===== src/rtl/cordic_seq_core.sv =====
// cordic_seq_core: iterative CORDIC engine, one micro-rotation per clock.
// Serves SIN/COS (circular rotation), ATAN/MOD (circular vectoring) and
// MULT/DIV (linear rotation/vectoring) on signed Q(WIDTH-FRAC).FRAC data.
//
// Ports:
//   clk, rst        rising-edge clock, synchronous active-high reset
//   enable          request strobe, sampled only while idle
//   operation[3:0]  0 SIN, 1 COS, 2 ATAN, 3 MOD, 4 MULT, 5 DIV
//   x_in/y_in/z_in  operands
//   result          registered result, held until the next accept
//   done            level, high from completion until the next accept
//   busy            high while preparing or iterating
//   op_error        valid with done: unsupported op or DIV by zero
//   dbg_state       current FSM state, for checkers
//
// Handshake: a request is accepted on any rising edge where the core is
// IDLE and enable=1. That edge clears done/op_error. Enables seen in any
// other state are dropped, not queued. done stays high until the next
// accepted request.
module cordic_seq_core #(
    parameter int WIDTH      = 32,
    parameter int FRAC       = 16,
    parameter int ITERATIONS = 16
) (
    input  logic                    clk,
    input  logic                    rst,
    input  logic                    enable,
    input  logic [3:0]              operation,
    input  logic signed [WIDTH-1:0] x_in,
    input  logic signed [WIDTH-1:0] y_in,
    input  logic signed [WIDTH-1:0] z_in,
    output logic signed [WIDTH-1:0] result,
    output logic                    done,
    output logic                    busy,
    output logic                    op_error,
    output logic [1:0]              dbg_state
);
    localparam int IW = WIDTH + 2;   // internal adder width with headroom
    localparam int W2 = 2 * IW;      // width for the MOD gain multiply
    localparam int CW = 5;           // iteration counter, covers 0..24

    localparam logic [3:0] OP_SIN  = 4'd0;
    localparam logic [3:0] OP_COS  = 4'd1;
    localparam logic [3:0] OP_ATAN = 4'd2;
    localparam logic [3:0] OP_MOD  = 4'd3;
    localparam logic [3:0] OP_MULT = 4'd4;
    localparam logic [3:0] OP_DIV  = 4'd5;

    localparam logic signed [IW-1:0] K_C     = IW'(39797);
    localparam logic signed [IW-1:0] HALF_PI = IW'(102944);
    localparam logic signed [IW-1:0] PI_C    = IW'(205887);
    localparam logic signed [IW-1:0] ONE     = IW'(1) <<< FRAC;
    localparam logic signed [W2-1:0] MAXV    = W2'({1'b0, {(WIDTH-1){1'b1}}});
    localparam logic signed [W2-1:0] MINV    = -MAXV - W2'(1);

    typedef enum logic [1:0] {IDLE, PREP, ITER, FIN} state_t;
    state_t state, next_state;

    logic [CW-1:0]           iter;
    logic [3:0]              op_q;
    logic signed [WIDTH-1:0] xq, yq, zq;
    logic                    bad_q;
    logic signed [IW-1:0]    xr, yr, zr, off_r;
    logic                    flip_r;

    logic signed [IW-1:0]    px, py, pz, poff;
    logic                    pflip;
    logic signed [IW-1:0]    x_n, y_n, z_n, xs, ys, at, lin;
    logic                    d_pos;
    logic signed [W2-1:0]    fin_w, prod;

    function automatic logic signed [IW-1:0] sext(input logic signed [WIDTH-1:0] v);
        return IW'(v);
    endfunction

    function automatic logic signed [IW-1:0] atan_rom(input logic [CW-1:0] i);
        case (i)
            5'd0:  return IW'(51472);
            5'd1:  return IW'(30386);
            5'd2:  return IW'(16055);
            5'd3:  return IW'(8150);
            5'd4:  return IW'(4091);
            5'd5:  return IW'(2047);
            5'd6:  return IW'(1024);
            5'd7:  return IW'(512);
            5'd8:  return IW'(256);
            5'd9:  return IW'(128);
            5'd10: return IW'(64);
            5'd11: return IW'(32);
            5'd12: return IW'(16);
            5'd13: return IW'(8);
            5'd14: return IW'(4);
            5'd15: return IW'(2);
            5'd16: return IW'(1);
            5'd17: return IW'(1);
            default: return '0;
        endcase
    endfunction

    function automatic logic signed [WIDTH-1:0] sat(input logic signed [W2-1:0] v);
        if (v > MAXV)      return {1'b0, {(WIDTH-1){1'b1}}};
        else if (v < MINV) return {1'b1, {(WIDTH-1){1'b0}}};
        else               return v[WIDTH-1:0];
    endfunction

    // FSM state register
    always_ff @(posedge clk) begin
        if (rst) state <= IDLE;
        else     state <= next_state;
    end

    always_comb begin
        next_state = state;
        case (state)
            IDLE: if (enable) next_state = (operation <= OP_DIV) ? PREP : FIN;
            PREP: next_state = ITER;
            ITER: if (iter == CW'(ITERATIONS - 1)) next_state = FIN;
            FIN:  next_state = IDLE;
            default: next_state = IDLE;
        endcase
    end

    assign busy      = (state == PREP) || (state == ITER);
    assign dbg_state = state;

    // Initial vector, with the quadrant fold for rotation and the
    // left-half-plane mirror for vectoring.
    always_comb begin
        px    = sext(xq);
        py    = sext(yq);
        pz    = '0;
        pflip = 1'b0;
        poff  = '0;
        case (op_q)
            OP_SIN, OP_COS: begin
                px = K_C;
                py = '0;
                pz = sext(zq);
                if (pz > HALF_PI) begin
                    pz    = pz - PI_C;
                    pflip = 1'b1;
                end else if (pz < -HALF_PI) begin
                    pz    = pz + PI_C;
                    pflip = 1'b1;
                end
            end
            OP_ATAN, OP_MOD: begin
                if (xq[WIDTH-1]) begin
                    px = -sext(xq);
                    py = -sext(yq);
                    if (op_q == OP_ATAN) poff = yq[WIDTH-1] ? -PI_C : PI_C;
                end
            end
            OP_MULT: begin
                py = '0;
                pz = sext(zq);
            end
            default: ;
        endcase
    end

    // One micro-rotation. d_pos means d=+1.
    always_comb begin
        xs  = xr >>> iter;
        ys  = yr >>> iter;
        at  = atan_rom(iter);
        lin = ONE >>> iter;
        case (op_q)
            OP_SIN, OP_COS, OP_MULT: d_pos = ~zr[IW-1];
            OP_ATAN, OP_MOD:         d_pos = yr[IW-1];
            default:                 d_pos = yr[IW-1] ^ xr[IW-1];
        endcase
        y_n = d_pos ? (yr + xs) : (yr - xs);
        if (op_q == OP_MULT || op_q == OP_DIV) begin
            x_n = xr;
            z_n = d_pos ? (zr - lin) : (zr + lin);
        end else begin
            x_n = d_pos ? (xr - ys) : (xr + ys);
            z_n = d_pos ? (zr - at) : (zr + at);
        end
    end

    // Final result selection before saturation
    always_comb begin
        prod  = W2'(xr) * W2'(K_C);
        fin_w = '0;
        case (op_q)
            OP_SIN:  fin_w = W2'(flip_r ? -yr : yr);
            OP_COS:  fin_w = W2'(flip_r ? -xr : xr);
            OP_ATAN: fin_w = W2'(zr + off_r);
            OP_MOD:  fin_w = prod >>> FRAC;
            OP_MULT: fin_w = W2'(yr);
            OP_DIV:  fin_w = W2'(zr);
            default: fin_w = '0;
        endcase
    end

    always_ff @(posedge clk) begin
        if (rst) begin
            result   <= '0;
            done     <= 1'b0;
            op_error <= 1'b0;
            iter     <= '0;
            op_q     <= '0;
            xq       <= '0;
            yq       <= '0;
            zq       <= '0;
            bad_q    <= 1'b0;
            xr       <= '0;
            yr       <= '0;
            zr       <= '0;
            off_r    <= '0;
            flip_r   <= 1'b0;
        end else begin
            case (state)
                IDLE: if (enable) begin
                    op_q     <= operation;
                    xq       <= x_in;
                    yq       <= y_in;
                    zq       <= z_in;
                    bad_q    <= (operation > OP_DIV) ||
                                (operation == OP_DIV && x_in == '0);
                    done     <= 1'b0;
                    op_error <= 1'b0;
                end
                PREP: begin
                    xr     <= px;
                    yr     <= py;
                    zr     <= pz;
                    off_r  <= poff;
                    flip_r <= pflip;
                    iter   <= '0;
                end
                ITER: begin
                    xr   <= x_n;
                    yr   <= y_n;
                    zr   <= z_n;
                    iter <= iter + CW'(1);
                end
                FIN: begin
                    result   <= bad_q ? '0 : sat(fin_w);
                    op_error <= bad_q;
                    done     <= 1'b1;
                end
                default: ;
            endcase
        end
    end
endmodule


===== config.mk =====
export PLATFORM = sky130hd
export DESIGN_NAME = cordic_seq_core
export DESIGN_NICKNAME = d
export VERILOG_FILES = /design/src/rtl/cordic_seq_core.sv
export SDC_FILE = /design/constraint.sdc
export NUM_CORES = 2
export LEC_CHECK = 0
export ABC_CLOCK_PERIOD_IN_PS = 14750
export CORE_ASPECT_RATIO = 1.25
export CORE_MARGIN = 2
export CORE_UTILIZATION = 43
export DETAILED_ROUTE_END_ITERATION = 6
export HOLD_SLACK_MARGIN = 0.05
export SYNTH_ARGS = -nofsm -noshare
export SYNTH_HDL_FRONTEND = slang
export SYNTH_SLANG_ARGS = --single-unit

===== constraint.sdc =====
create_clock -name clk -period 14.75 [get_ports clk]
set_input_delay 2.2125 -clock clk [delete_from_list [all_inputs] [get_ports clk]]
set_output_delay 2.2125 -clock clk [all_outputs]
set_load 0.005 [all_outputs]

==> metrics.csv <==
stage,metric,value,unit
outcome,status,completed,
critical_path,critPathLaunchType,register,
synthesis,synth_area_per_cell,7.867,um2
floorplan,core,96140,um2
sta,fmax,114.4,MHz
grt,grt_first_pass_wirelength,247700,um
synthesis,synthesis.nets,6099,
final_layout,drive_gt1_share,6.457,%
floorplan,die_h,352.7,um
critical_path,startpoint,xr[7],
grt,gr-total-overflow,0,
sta,slew_headroom,23.56,%
synthesis,synthArstFlopShare,0,%
placed_design,io_buffers,139,
critical_path,critical_path_class,register to register,
final_layout,final_cell_mix,"nand2_1 (578), inv_1 (551), a21oi_1 (467)",
grt,antenna_found_initial,10,
final_layout,layout.nets,6038,
synthesis,synth-simple-area-share,16.62,%
clock_network,worstSkewPairLatency,0.62,ns
floorplan,floorplan.initialDensity,43.50,%
critical_path,cp_slowest_cell,and2_1,
final_layout,final_common_cell,nand2_1,
synthesis,yosys_warnings,0,
clock_network,cts_sinks,264,
clock_network,tritoncts,yes,
drt,wire_per_inst,25.50,um
clock_network,clkTransAtPathRegs,0.06,ns
critical_path,r2r_start,xr[7],
synthesis,synth_xor_xnor_area_share,6.199,%
critical_path,reg2reg_setup_slack,6.01,ns
critical_path,crit_buf_inv,5,
placed_design,dp_hpwl,133300,um
critical_path,worst_ep_arrival_time,9.28,ns
grt,grt_pass1_vias,38858,
synthesis,syn_inst,5316,
clock_network,cts_resized,0,
drt,drt_iter0_markers,4019,
worst_hold_path,hold_path_end,yq[14],
synthesis,ys.flop_type,dfxtp_1,
grt,groute.usage.overall,32.42,%
sta,period_share,59.27,%
drt,first_pass_iters,7,
sta,setup_violations,0,
synthesis,synth_compound_area_share,23.45,%
synthesis,synth_fa_ha_area_share,25.14,%
drt,routed_wl,167700,um
floorplan,die-area,99790,um2
worst_hold_path,hold_class,register to register,
clock_network,clk_path_buf_depth,3,
sta,grt_setup_unrepaired,false,
sta,slew_viol_final,0,
drt,via_per_inst,6.213,
floorplan,ios,140,
floorplan,die_w,282.9,um
placed_design,dpl_cell_area,44180,um2
drt,postRouteAntennaNets,0,
sta,finalClockSkew,0.03721,ns
critical_path,setup.worst_path.end_class,register,
synthesis,synthDistinctLibCells,99,
synthesis,syn-cell-area,41820,um2
job,cap_viol_max_count,0,
critical_path,max_stage_delay,0.79,ns
synthesis,synthMuxAreaShare,7.838,%
critical_path,critical_path.max_fanout,26,
worst_hold_path,whs_path_depth,2,
sta,tns,0,ns
critical_path,r2r_end,result[17],
synthesis,synth_top_family_by_area,adder cells,
synthesis,synth-seq-cells,264,
grt,grt_max_degree,72,
critical_path,path_cells,"inv_1, ha_1, inv_1, fa_1, inv_1, fa_1, inv_1, fa_1, fa_1, inv_1, fa_1, ha_1, nand3_1, nor2_1, a311oi_1, a211oi_1, o21ai_0, a21oi_1, or4b_2, nand3_1, o41a_1, and2_1, a221o_1",
sta,worst_slew_pin_slew,1.135,ns
synthesis,ys_seq_area_share,12.64,%
synthesis,synth_edf_count,0,
clock_network,postCtsHoldBufs,0,
critical_path,worstPathRequired,15.29,ns
sta,finalCriticalPeriod,8.743,ns
drt,drc_errors,0,
critical_path,rr_worst_depth,23,
drt,via_count,40858,
critical_path,crit_family,adder cells,
final_layout,nFillCells,9553,
final_layout,finish.instance_area,45460,um2
clock_network,htree_levels,2,
floorplan,rows,127,
worst_hold_path,min_from,yq[14],
clock_network,cts-root-buf,clkbuf_16,
clock_network,cts_made_buffers,36,
sta,hold_violations,0,
final_layout,area_growth,8.700,%
clock_network,cts_setup_buffers,0,
placed_design,gp_congestion,1.045,
==> metal layers <==
metal	vias up	share of wire (%)	track usage, %
met1	19639	40	41.55
met5	-	0.055	0
met3	472	8.4	5.259
met4	6	6.1	16.89
li1	18760	-	-
met2	1981	45	52.41
==> registers in the layout (all words and copies together) (netlist names) <==
name       count
flip_r         1
op_q           4
xq            32
off_r          3
op_error       1
bad_q          1
at            16
yq            32
yr            34
result        32
zr            34
done           1
zq            32
iter           5
xr            34
dbg_state      2
==> worst max path at each step <==
stage	endpoint	depth (start not counted)
2_1_floorplan	result[12]	26
3_3_place_gp	result[2]	23
3_5_place_dp	result[27]	23
4_1_cts	result[17]	23
5_1_grt	result[8]	23
6_report	result[17]	23
==> Yosys cell counts, drive strengths merged, types with 12 or more instances <==
master / n / area (um2)
a211oi: 80 / 605.6
o311ai: 12 / 105.1
nand4: 39 / 244.0
buf: 75 / 406.6
clkbuf: 239 / 898.4
nor4: 25 / 190.2
nand3: 93 / 470.5
a22oi: 31 / 232.7
a221o: 40 / 400.4
a31o: 12 / 105.1
nand2: 580 / 2177
nand2b: 52 / 325.3
o21ai: 312 / 1562
mux2: 27 / 307.8
and2: 33 / 206.5
fa: 267 / 5345
or3: 35 / 229.0
o41ai: 18 / 165.2
nor3: 88 / 450.4
or4: 24 / 180.2
o21a: 34 / 255.2
inv: 555 / 2083
mux4: 97 / 2200
nor2: 363 / 1363
xor2: 110 / 963.4
o31ai: 39 / 297.8
o221ai: 20 / 175.2
dfxtp: 264 / 5285
o211ai: 44 / 330.3
a31oi: 66 / 412.9
a211o: 15 / 131.4
o22ai: 29 / 181.4
xnor2: 186 / 1629
ha: 413 / 5167
and3: 57 / 357.8
o21bai: 21 / 157.7
a21o: 95 / 713.2
a21oi: 468 / 2346
mux2i: 77 / 770.7
nor2b: 31 / 193.9
a221oi: 46 / 402.9
a21boi: 12 / 90.09
a311oi: 13 / 113.9
or2: 22 / 137.6
==> final cells by class <==
cell class                      instances  area (um2)  area share (%)
Multi-Input combinational cell       4181       33220           73.07
Antenna cell                            5       12.51         0.02752
Tap cell                             1290        1614           3.550
Inverter                              557        2091           4.599
Clock inverter                         14       209.0          0.4596
Sequential cell                       264        5300           11.66
Clock buffer                           50        1054           2.317
Timing Repair Buffer                  215        1963           4.318
==> worst reg2reg max path, cell delays in order (launching register included) <==
cell      delay, ns
dfxtp_1        0.75
inv_1          0.34
ha_1           0.48
inv_1          0.09
fa_1           0.54
inv_1          0.06
fa_1           0.49
inv_1          0.05
fa_1           0.46
fa_1           0.55
inv_1          0.06
fa_1           0.50
ha_1           0.32
nand3_1        0.13
nor2_1         0.08
a311oi_1       0.75
a211oi_1       0.29
o21ai_0        0.32
a21oi_1        0.14
or4b_2         0.68
nand3_1        0.15
o41a_1         0.42
and2_1         0.79
a221o_1        0.22
==> kinds of logic (layout without fill, tap and decap cells) <==
kind of cell,Yosys count,in the layout
compound gates,1512,1512
xor+xnor,296,296
fa+ha+maj,680,680
buf+inv,871,836
flops,264,264
mux,201,201
other cells,0,5
simple gates,1492,1492
==> per-stage QoR <==
step	instances	utilization (%)	hold slack, ns	setup WS (ns)
finish	6576	47.29	0.4789	6.007
global route	6575	47.28	0.4946	5.612
CTS	6571	47.27	0.4797	6.162
detailed placement	6507	45.96	0.4718	6.184
global placement	6507	45.96	0.4662	6.279
floorplan	5316	-	0.4490	7.132
Power is not shown: default switching activity piles up to over one toggle a cycle in this logic, so the estimate is an artifact.
